## src/rtl/traffic_pkg.sv

```systemverilog
// Shared types for the traffic-light controller: phase enum, lamp codes, lamp helper.
package traffic_pkg;

    typedef enum logic [1:0] {
        ALLRED = 2'd0,
        GREEN  = 2'd1,
        YELLOW = 2'd2,
        WALK   = 2'd3
    } state_e;

    localparam logic [1:0] LIGHT_RED    = 2'b00;
    localparam logic [1:0] LIGHT_YELLOW = 2'b01;
    localparam logic [1:0] LIGHT_GREEN  = 2'b10;

    // Lamp code shown by the approach that owns the current phase
    function automatic logic [1:0] active_lamp(input state_e st);
        case (st)
            GREEN:   return LIGHT_GREEN;
            YELLOW:  return LIGHT_YELLOW;
            default: return LIGHT_RED;
        endcase
    endfunction

endpackage

```

## src/rtl/phase_timer.sv

```systemverilog
// Loadable down counter used to time each traffic phase; flags when it reaches zero.
module phase_timer #(
    parameter int unsigned       CNT_W     = 8,
    parameter logic [CNT_W-1:0]  RESET_VAL = '0
) (
    input  logic             clk,
    input  logic             reset_n,
    input  logic             i_load,
    input  logic [CNT_W-1:0] i_load_val,
    input  logic             i_hold,
    output logic             o_zero
);

    logic [CNT_W-1:0] r_count;

    // Load has priority over hold; otherwise count down by one
    always_ff @(posedge clk or negedge reset_n) begin
        if (!reset_n) begin
            r_count <= RESET_VAL;
        end else if (i_load) begin
            r_count <= i_load_val;
        end else if (!i_hold) begin
            r_count <= r_count - CNT_W'(1);
        end
    end

    assign o_zero = (r_count == '0);

endmodule

```

## src/rtl/traffic_controller.sv

```systemverilog
// Multi-approach round-robin traffic-light controller with emergency preempt.
// Optional pedestrian walk phase is built when PED_REQ_EN is defined.
module traffic_controller
    import traffic_pkg::*;
#(
    parameter int unsigned NUM_DIR    = 2,
    parameter int unsigned CNT_W      = 8,
    parameter int unsigned GREEN_CYC  = 20,
    parameter int unsigned YELLOW_CYC = 4,
    parameter int unsigned ALLRED_CYC = 2,
    parameter int unsigned WALK_CYC   = 10
) (
    input  logic                       clk,
    input  logic                       reset_n,
    input  logic                       enable,
    input  logic                       preempt,
`ifdef PED_REQ_EN
    input  logic                       ped_req,
`endif
    output logic [2*NUM_DIR-1:0]       lights,
    output logic [$clog2(NUM_DIR)-1:0] active_dir,
    output logic                       walk,
    output logic                       phase_done
);

    localparam int unsigned DIR_W = $clog2(NUM_DIR);

    localparam logic [CNT_W-1:0] LD_GREEN  = CNT_W'(GREEN_CYC - 1);
    localparam logic [CNT_W-1:0] LD_YELLOW = CNT_W'(YELLOW_CYC - 1);
    localparam logic [CNT_W-1:0] LD_ALLRED = CNT_W'(ALLRED_CYC - 1);
    localparam logic [CNT_W-1:0] LD_WALK   = CNT_W'(WALK_CYC - 1);

    state_e              r_state;
    logic [DIR_W-1:0]    r_dir;
    logic [2*NUM_DIR-1:0] r_lights;

    state_e              w_state_nxt;
    logic [DIR_W-1:0]    w_dir_nxt;
    logic                w_load;
    logic [CNT_W-1:0]    w_load_val;
    logic                w_hold;
    logic                w_zero;
    logic                w_ped_go;

    // Only the active approach may show a non-red lamp
    function automatic logic [2*NUM_DIR-1:0] decode_lights(input state_e st,
                                                           input logic [DIR_W-1:0] dir);
        logic [2*NUM_DIR-1:0] v;
        v = '0;
        for (int i = 0; i < int'(NUM_DIR); i++) begin
            if (DIR_W'(i) == dir) begin
                v[2*i +: 2] = active_lamp(st);
            end
        end
        return v;
    endfunction

    phase_timer #(
        .CNT_W     (CNT_W),
        .RESET_VAL (LD_ALLRED)
    ) u_timer (
        .clk        (clk),
        .reset_n    (reset_n),
        .i_load     (w_load),
        .i_load_val (w_load_val),
        .i_hold     (w_hold),
        .o_zero     (w_zero)
    );

    // Next phase, next approach and timer control
    always_comb begin
        w_state_nxt = r_state;
        w_dir_nxt   = r_dir;
        w_load      = 1'b0;
        w_load_val  = LD_ALLRED;
        w_hold      = ~enable;
        case (r_state)
            ALLRED: begin
                if (preempt) begin
                    // Keep clearance re-armed so release restarts a full all-red
                    w_load     = 1'b1;
                    w_load_val = LD_ALLRED;
                end else if (enable && w_zero) begin
                    w_load = 1'b1;
                    if (w_ped_go) begin
                        w_state_nxt = WALK;
                        w_load_val  = LD_WALK;
                    end else begin
                        w_state_nxt = GREEN;
                        w_load_val  = LD_GREEN;
                    end
                end
            end
            GREEN: begin
                if (preempt || (enable && w_zero)) begin
                    w_state_nxt = YELLOW;
                    w_load      = 1'b1;
                    w_load_val  = LD_YELLOW;
                end
            end
            YELLOW: begin
                if (enable && w_zero) begin
                    w_state_nxt = ALLRED;
                    w_load      = 1'b1;
                    w_load_val  = LD_ALLRED;
                    w_dir_nxt   = (r_dir == DIR_W'(NUM_DIR - 1)) ? '0 : r_dir + DIR_W'(1);
                end
            end
            WALK: begin
                if (preempt) begin
                    w_state_nxt = ALLRED;
                    w_load      = 1'b1;
                    w_load_val  = LD_ALLRED;
                end else if (enable && w_zero) begin
                    w_state_nxt = GREEN;
                    w_load      = 1'b1;
                    w_load_val  = LD_GREEN;
                end
            end
            default: begin
                w_state_nxt = ALLRED;
                w_load      = 1'b1;
                w_load_val  = LD_ALLRED;
            end
        endcase
    end

    // Phase register with lamp outputs decoded from the next phase
    always_ff @(posedge clk or negedge reset_n) begin
        if (!reset_n) begin
            r_state  <= ALLRED;
            r_dir    <= '0;
            r_lights <= '0;
        end else begin
            r_state  <= w_state_nxt;
            r_dir    <= w_dir_nxt;
            r_lights <= decode_lights(w_state_nxt, w_dir_nxt);
        end
    end

`ifdef PED_REQ_EN
    logic r_pend;
    logic r_walk;

    // Pedestrian request latch, consumed on entry to the walk phase
    always_ff @(posedge clk or negedge reset_n) begin
        if (!reset_n) begin
            r_pend <= 1'b0;
            r_walk <= 1'b0;
        end else begin
            r_walk <= (w_state_nxt == WALK);
            if ((w_state_nxt == WALK) && (r_state != WALK)) begin
                r_pend <= 1'b0;
            end else if (ped_req) begin
                r_pend <= 1'b1;
            end
        end
    end

    assign w_ped_go = r_pend;
    assign walk     = r_walk;
`else
    assign w_ped_go = 1'b0;
    assign walk     = 1'b0;
`endif

    assign lights     = r_lights;
    assign active_dir = r_dir;
    assign phase_done = enable & w_zero & ~(preempt & (r_state == ALLRED));

endmodule

```

## config.mk

```make
export PLATFORM = sky130hd
export DESIGN_NAME = traffic_controller
export DESIGN_NICKNAME = d
export VERILOG_FILES = /design/src/rtl/traffic_pkg.sv /design/src/rtl/phase_timer.sv /design/src/rtl/traffic_controller.sv
export SDC_FILE = /design/constraint.sdc
export NUM_CORES = 1
export LEC_CHECK = 0
export BUFFER_PORTS_ARGS = -buffer_cell sky130_fd_sc_hd__buf_2
export CORE_MARGIN = 2
export CORE_UTILIZATION = 50
export DETAILED_ROUTE_END_ITERATION = 8
export PLACE_DENSITY = 0.73
export REMOVE_ABC_BUFFERS = 1
export SYNTH_ARGS = -nofsm -noshare
export SYNTH_HDL_FRONTEND = slang
export SYNTH_SLANG_ARGS = --single-unit
```

## constraint.sdc

```tcl
create_clock -name clk -period 1.85 [get_ports clk]
set_input_delay 0.2775 -clock clk [delete_from_list [all_inputs] [get_ports clk]]
set_output_delay 0.2775 -clock clk [all_outputs]
set_load 0.1 [all_outputs]
```

==> results by group, run 1 <==
Run status
  • Result of the run: finished with violations
  • Violated checks: setup timing

Global routing
  • GRT Residual Overflow: 0
  • Total routing resource utilization after global routing: 0.1951
  • Via count of the first global-routing pass: 598
  • Pin count of the biggest net entering global routing: 16
  • Antenna violations before repair: 0
  • Global-route wire length before repair: 2.704 mm

Clock network
  • Total number of clock tree sinks: 15
  • Root buffer selected by CTS: sky130_fd_sc_hd__clkbuf_4
  • Buffer depth of the longest clock path: 2
  • Clock transition time at the flip-flop clock pins of the worst setup and hold paths: 90 ps
  • TritonCTS clock tree: yes
  • Clock buffer count from CTS: 3
  • Skew-Pair Late Insertion Delay: 290 ps
  • H-tree lvl count: 1

Yosys
  • Number of warnings issued by yosys: 0
  • Number of different library cells in the post-synthesis netlist: 35
  • Avg Cell Area, Syn: 10.41 µm²
  • Post-Synthesis Cells: 84
  • Netlist area before placement: 874.6 µm²
  • Count of state elements after synthesis: 15
  • Share of synthesized area occupied by flip-flops and latches: 0.4306

Flow run
  • Max-capacitance violation count: 0

Die
  • Placeable core region: 1689 µm²
  • Number of cell rows: 15
  • Die width: 45.83 µm
  • IO Pins: 11
  • Effective utilization at floorplan: 0.5178
  • Die area: 2100 µm²
  • Height of the die: 45.83 µm

Timing
  • Setup WS post-layout: -40.88 ps
  • Total Negative Setup Slacks: -40.88 ps
  • Hold Vio Cnt, Final: 0
  • Number of max-slew violations in the final report: 0
  • Clock Skew: 3.419 ps
  • Time the final worst path needs with I/O delays and setup: 1891 ps
  • Setup repair after global routing missed its margin: true
  • Part of the cycle the worst path needs: 1.022
  • Number of setup violations in the final report: 1
  • Worst hold slack across all endpoints: 325.7 ps
  • Peak clock frequency supported by timing: 528.9 MHz

Detailed routing
  • Starting DRT DRC Count: 5
  • Vias per cell: 5.468
  • Iteration count of the initial detailed-routing pass: 3
  • DRC viols: 0
  • Total length of routed wires: 1.790 mm
  • Total number of vias: 678
  • Final routed wire length divided by cell count: 14.44 µm
  • Number of nets still failing antenna checks after routing: 0

Layout
  • Post-layout instance count excluding filler cells: 124
  • Most common cell after layout, fill and taps aside: sky130_fd_sc_hd__dfrtp_1
  • Highest-count cells in the layout ignoring fill and taps: sky130_fd_sc_hd__dfrtp_1, sky130_fd_sc_hd__buf_4, sky130_fd_sc_hd__buf_2
  • Post-synthesis to final-layout area growth: 28.76%
  • Share of post-route cells with drive strength above 1: 0.3925
  • Antenna diode instance count: 0
  • Post-layout net count: 119

Pwr
  • Peak supply drop: 1.159 mV
  • Power density normalized to cell area: 1689 nW/µm²
  • Cell leakage power: 0.5331 nW

Critical path
  • RR Startpoint: u_timer.r_count[0]$_DFFE_PN1P_
  • Worst Path Required: 1570 ps
  • Launching element type of the critical path: register
  • Worst-case register-to-register setup slack: 50 ps
  • Register-to-Register Path Depth: 7
  • Critical path class: register to primary output
  • CP endpoint kind: primary output
  • CP Data Arrival Time: 1610 ps
  • Maximum fanout count along the critical path: 5
  • R2r endpoint: u_timer.r_count[4]$_DFFE_PN0P_

Placement
  • Number of port buffers: 9
  • Detailed placement HPWL: 1.217 mm
  • Cell count after placement: 112
  • Last weighted congestion value of the routability-driven placer: 0.8637
  • Post-placement worst setup slack: 7.972 ps

Hold path
  • Start point of the worst hold path: enable
  • Count of cells along the worst hold path: 3
  • Hold Crit Endpoint: u_timer.r_count[0]$_DFFE_PN1P_
  • Type of the tightest min-delay check: primary input to register
cell usage after synthesis, drive strengths merged:
cell,count,area share
a211oi,1,0.0086
a21boi,1,0.0086
a21oi,2,0.011
a221oi,1,0.017
a311o,1,0.011
a311oi,1,0.010
and2,1,0.010
and3,2,0.014
and4bb,1,0.019
buf,1,0.0086
clkbuf,1,0.0043
conb,1,0.0043
dfrtp,14,0.40
dfstp,1,0.030
ha,7,0.10
inv,8,0.034
mux2i,1,0.011
nand2,4,0.017
nand2b,1,0.0072
nand3,1,0.0057
nor2,8,0.034
nor2b,2,0.014
nor3,2,0.011
nor4,2,0.031
nor4b,2,0.020
o2111ai,1,0.010
o211a,1,0.011
o21ai,3,0.017
o22ai,1,0.0072
o31a,2,0.020
o31ai,1,0.0086
o41ai,1,0.010
xnor2,3,0.030
xor2,4,0.040
worst max-delay path by stage:
stage / startpoint / endpoint / cells past startpoint
global route: u_timer.r_count[1]$_DFFE_PN0P_ / phase_done / 6
floorplan: u_timer.r_count[6]$_DFFE_PN0P_ / phase_done / 3
global placement: u_timer.r_count[0]$_DFFE_PN1P_ / lights[2]$_DFF_PN0_ / 6
CTS: u_timer.r_count[6]$_DFFE_PN0P_ / phase_done / 4
finish: u_timer.r_count[1]$_DFFE_PN0P_ / phase_done / 6
detailed placement: u_timer.r_count[0]$_DFFE_PN1P_ / u_timer.r_count[5]$_DFFE_PN0P_ / 6
kinds of logic after synthesis:
group | share of synthesized area
other cells | 0.004288
simple gates | 0.1846
fa+ha+maj | 0.1001
mux | 0.01145
flops | 0.4306
buf+inv | 0.04721
compound gates | 0.1517
xor+xnor | 0.07010
through the flow:
stage               area, µm²  total power [mW]  utilization
finish                   1126             1.902       0.6667
global route             1126             2.025       0.6667
CTS                      1047             1.703       0.6200
detailed placement      974.7             1.449       0.5770
global placement        974.7             1.429       0.5770
floorplan               863.3             1.204            -
cell type report:
class | instances | area (µm²)
Tap cell | 17 | 21.27
Clock buffer | 3 | 22.52
Clock inverter | 1 | 5.005
Fill cell | 132 | 563.0
Sequential cell | 15 | 376.6
Inverter | 8 | 30.03
Multi-Input combinational cell | 59 | 518.0
Timing Repair Buffer | 21 | 152.6
registers in the layout, indices dropped and copies added (netlist names):
name	count
u_timer.r_count	8
lights	4
r_state	2
active_dir	1
where the power goes:
| part | switching (mW) | leakage [nW] | internal (mW) | total (mW) |
|---|---|---|---|---|
| clock network | 0.106 | 0.0177 | 0.0806 | 0.186 |
| registers | 0.115 | 0.200 | 0.441 | 0.556 |
| logic | 0.656 | 0.315 | 0.503 | 1.16 |
| total | 0.877 | 0.533 | 1.02 | 1.90 |
per-layer routing:
layer | global-route usage | share of wire
met1 | 0.2487 | 0.47
met2 | 0.2873 | 0.48
met3 | 0.07143 | 0.034
met4 | 0.1029 | 0.021
met5 | 0 | 0
critical path, stage by stage, from the launching register on:
cell and delay, ps:
sky130_fd_sc_hd__dfrtp_1 410, sky130_fd_sc_hd__inv_2 80, sky130_fd_sc_hd__ha_4 120, sky130_fd_sc_hd__and4bb_4 270, sky130_fd_sc_hd__nand2_2 70, sky130_fd_sc_hd__a21oi_2 170
sky130_fd_sc_hd__buf_12 190
timing repair:
| item | 4_1_cts | 5_1_grt |
|---|---|---|
| buffers inserted | 3 | 4 |
| pin swaps | 1 | 4 |
| hold endpoints to repair | 14 | 0 |
| resized for setup | 5 | 10 |
| hold buffers | 1 | 0 |
| setup endpoints to repair | 1 | 11 |
No activity file was read; power rests on OpenSTA's default activity.
==> run 2: changes to the inputs <==
- ABC_AREA: default -> 1
==> results by group, run 2 <==
Layout
  • Share of post-route cells with drive strength above 1: 0.2993
  • Post-synthesis to final-layout area growth: 16.48%
  • Register with the most flip-flops: u_timer.r_count
  • Count of fill cells added during filler insertion: 192
  • Antenna diode instance count: 0
  • Highest-count cells in the layout ignoring fill and taps: sky130_fd_sc_hd__nand2_1, sky130_fd_sc_hd__inv_1, sky130_fd_sc_hd__dfrtp_1
  • Final design instance area without fill: 1159 µm²
  • Post-layout net count: 149
  • Number of flip-flops in the largest register: 8
  • Post-route core utilization: 0.6029
  • Most common cell after layout, fill and taps aside: sky130_fd_sc_hd__nand2_1

Yosys
  • Count of state elements after synthesis: 15
  • Share of Yosys cell area claimed by the top area cell type: 0.3522
  • Synth cell count leaders: sky130_fd_sc_hd__nand2_1, sky130_fd_sc_hd__inv_1, sky130_fd_sc_hd__dfrtp_1
  • Number of synthesized flops with an enable pin: 0
  • Netlist area before placement: 994.7 µm²
  • Number of warnings issued by yosys: 0
  • Most numerous cell in the Yosys netlist: sky130_fd_sc_hd__nand2_1
  • Fraction of registers with async set/reset: 1.000
  • Prevailing post-synth register cell: sky130_fd_sc_hd__dfrtp_1
  • Share of synthesized area occupied by flip-flops and latches: 0.3786
  • Avg Cell Area, Syn: 8.153 µm²
  • Post-Synthesis Cells: 122
  • Cell accounting for the most synthesized area: sky130_fd_sc_hd__dfrtp_1
  • Leading cell types by total area after synthesis: sky130_fd_sc_hd__dfrtp_1, sky130_fd_sc_hd__nand2_1, sky130_fd_sc_hd__ha_1
  • Number of different library cells in the post-synthesis netlist: 23

Clock network
  • Skew-Pair Late Insertion Delay: 280 ps
  • Clock transition time at the flip-flop clock pins of the worst setup and hold paths: 90 ps
  • TritonCTS clock tree: yes
  • H-tree lvl count: 1
  • Buffer depth of the longest clock path: 2
  • Clock buffer count from CTS: 3
  • Root buffer selected by CTS: sky130_fd_sc_hd__clkbuf_4
  • Total number of clock tree sinks: 15

Pwr
  • Cell leakage power: 0.6599 nW
  • Peak supply drop: 1.185 mV
  • Power density normalized to cell area: 1724 nW/µm²

Critical path
  • CP Data Arrival Time: 1480 ps
  • Launching element type of the critical path: register
  • Worst Path Required: 1570 ps
  • Maximum fanout count along the critical path: 3
  • CP endpoint kind: primary output
  • Critical path class: register to primary output

Die
  • Effective utilization at floorplan: 0.5176
  • Number of cell rows: 16
  • Placeable core region: 1922 µm²
  • Die width: 48.60 µm
  • Die area: 2362 µm²
  • Height of the die: 48.60 µm
  • IO Pins: 11

Placement
  • Total placed instance area: 1081 µm²
  • Detailed placement HPWL: 1.299 mm
  • Number of port buffers: 9
  • Last weighted congestion value of the routability-driven placer: 0.8700

Detailed routing
  • Total number of vias: 737
  • Starting DRT DRC Count: 7
  • Number of nets still failing antenna checks after routing: 0
  • Iteration count of the initial detailed-routing pass: 3
  • DRC viols: 0
  • Vias per cell: 4.494
  • Final routed wire length divided by cell count: 10.18 µm
  • Total length of routed wires: 1.669 mm

Timing
  • Part of the cycle the worst path needs: 0.9496
  • Time the final worst path needs with I/O delays and setup: 1757 ps
  • Number of max-slew violations in the final report: 0
  • Peak clock frequency supported by timing: 569.3 MHz
  • Number of setup violations in the final report: 0
  • Hold Vio Cnt, Final: 0
  • Worst hold slack across all endpoints: 307.7 ps
  • Clock Skew: 2.292 ps

Global routing
  • Via count of the first global-routing pass: 812
  • Total routing resource utilization after global routing: 0.1680
  • Pin count of the biggest net entering global routing: 16
  • GRT Residual Overflow: 0
  • Global-route wire length before repair: 3.056 mm
  • Antenna violations before repair: 0

Run status
  • Result of the run: finished clean

Flow run
  • Max-capacitance violation count: 0

Hold path
  • Type of the tightest min-delay check: primary input to register
==> run 2: path summary, 6_finish.rpt <==
kind,start,to,slack [ps],cells past startpoint
min in group asynchronous,reset_n,u_timer.r_count[2]$_DFFE_PN0P_,420,2
setup reg to reg,u_timer.r_count[0]$_DFFE_PN1P_,lights[0]$_DFF_PN0_,130,13
setup / recovery,u_timer.r_count[1]$_DFFE_PN0P_,phase_done,90,7
hold / removal,enable,u_timer.r_count[0]$_DFFE_PN1P_,310,3
hold reg to reg,u_timer.r_count[0]$_DFFE_PN1P_,u_timer.r_count[0]$_DFFE_PN1P_,510,2
max in group asynchronous,reset_n,u_timer.r_count[0]$_DFFE_PN1P_,1140,2
==> run 2: what timing repair did <==
| item | 4_1_cts | 5_1_grt |
|---|---|---|
| setup buffers | 1 | 1 |
| pin swaps | 1 | 2 |
| endpoints found under the hold margin | 14 | 0 |
| gates resized for setup | 2 | 6 |
| hold buffers | 1 | 0 |
| endpoints found under the setup margin | 1 | 7 |
==> run 2: metal layers <==
metal,track usage,share of wire,up-vias
li1,-,-,390
met5,0,0,-
met3,0.03704,0.016,0
met1,0.1707,0.43,342
met2,0.3242,0.55,5
met4,0.07143,0,0
==> run 2: worst max-delay path, stage by stage, from the launching register on <==
cell,delay (ps)
sky130_fd_sc_hd__dfrtp_1,410
sky130_fd_sc_hd__inv_2,70
sky130_fd_sc_hd__ha_1,150
sky130_fd_sc_hd__nand2_2,70
sky130_fd_sc_hd__nor2_4,110
sky130_fd_sc_hd__nand2_4,70
sky130_fd_sc_hd__a21oi_4,130
sky130_fd_sc_hd__buf_12,180
==> run 2: final cells by class <==
cell class	instances	area (µm²)	share of cell area
tap	27	33.78	0.02916
clock inverter	1	5.005	0.004320
multi-input combinational	83	543.0	0.4687
inverter	23	88.84	0.07667
sequential	15	376.6	0.3251
clock buffer	3	22.52	0.01944
timing repair buffer	12	88.84	0.07667
==> run 2: power breakdown <==
group	internal [mW]	total, mW	switching [mW]
clock	0.0802	0.185	0.105
sequential	0.457	0.541	0.0834
combinational	0.375	1.27	0.896
total	0.913	2.00	1.08
==> run 2: logic make-up after synthesis <==
group                    synth area share
AND/OR/NAND/NOR                    0.3371
AO/OA/AOI/OAI                     0.03270
flip-flops                         0.3786
adder cells (fa/ha/maj)           0.08805
buffers and inverters             0.09686
other                            0.003770
XOR/XNOR                          0.06289
==> run 2: through the flow <==
step	TNS (ps)	worst slack (ps)	power (mW)	instances
6_report	0	93.32	1.998	164
3_5_place_dp	0	173.2	1.751	157
3_3_place_gp	0	210.4	1.726	157
4_1_cts	0	27.81	1.970	163
5_1_grt	-2.593	-2.593	2.184	164
2_1_floorplan	-795.8	-795.8	1.532	121
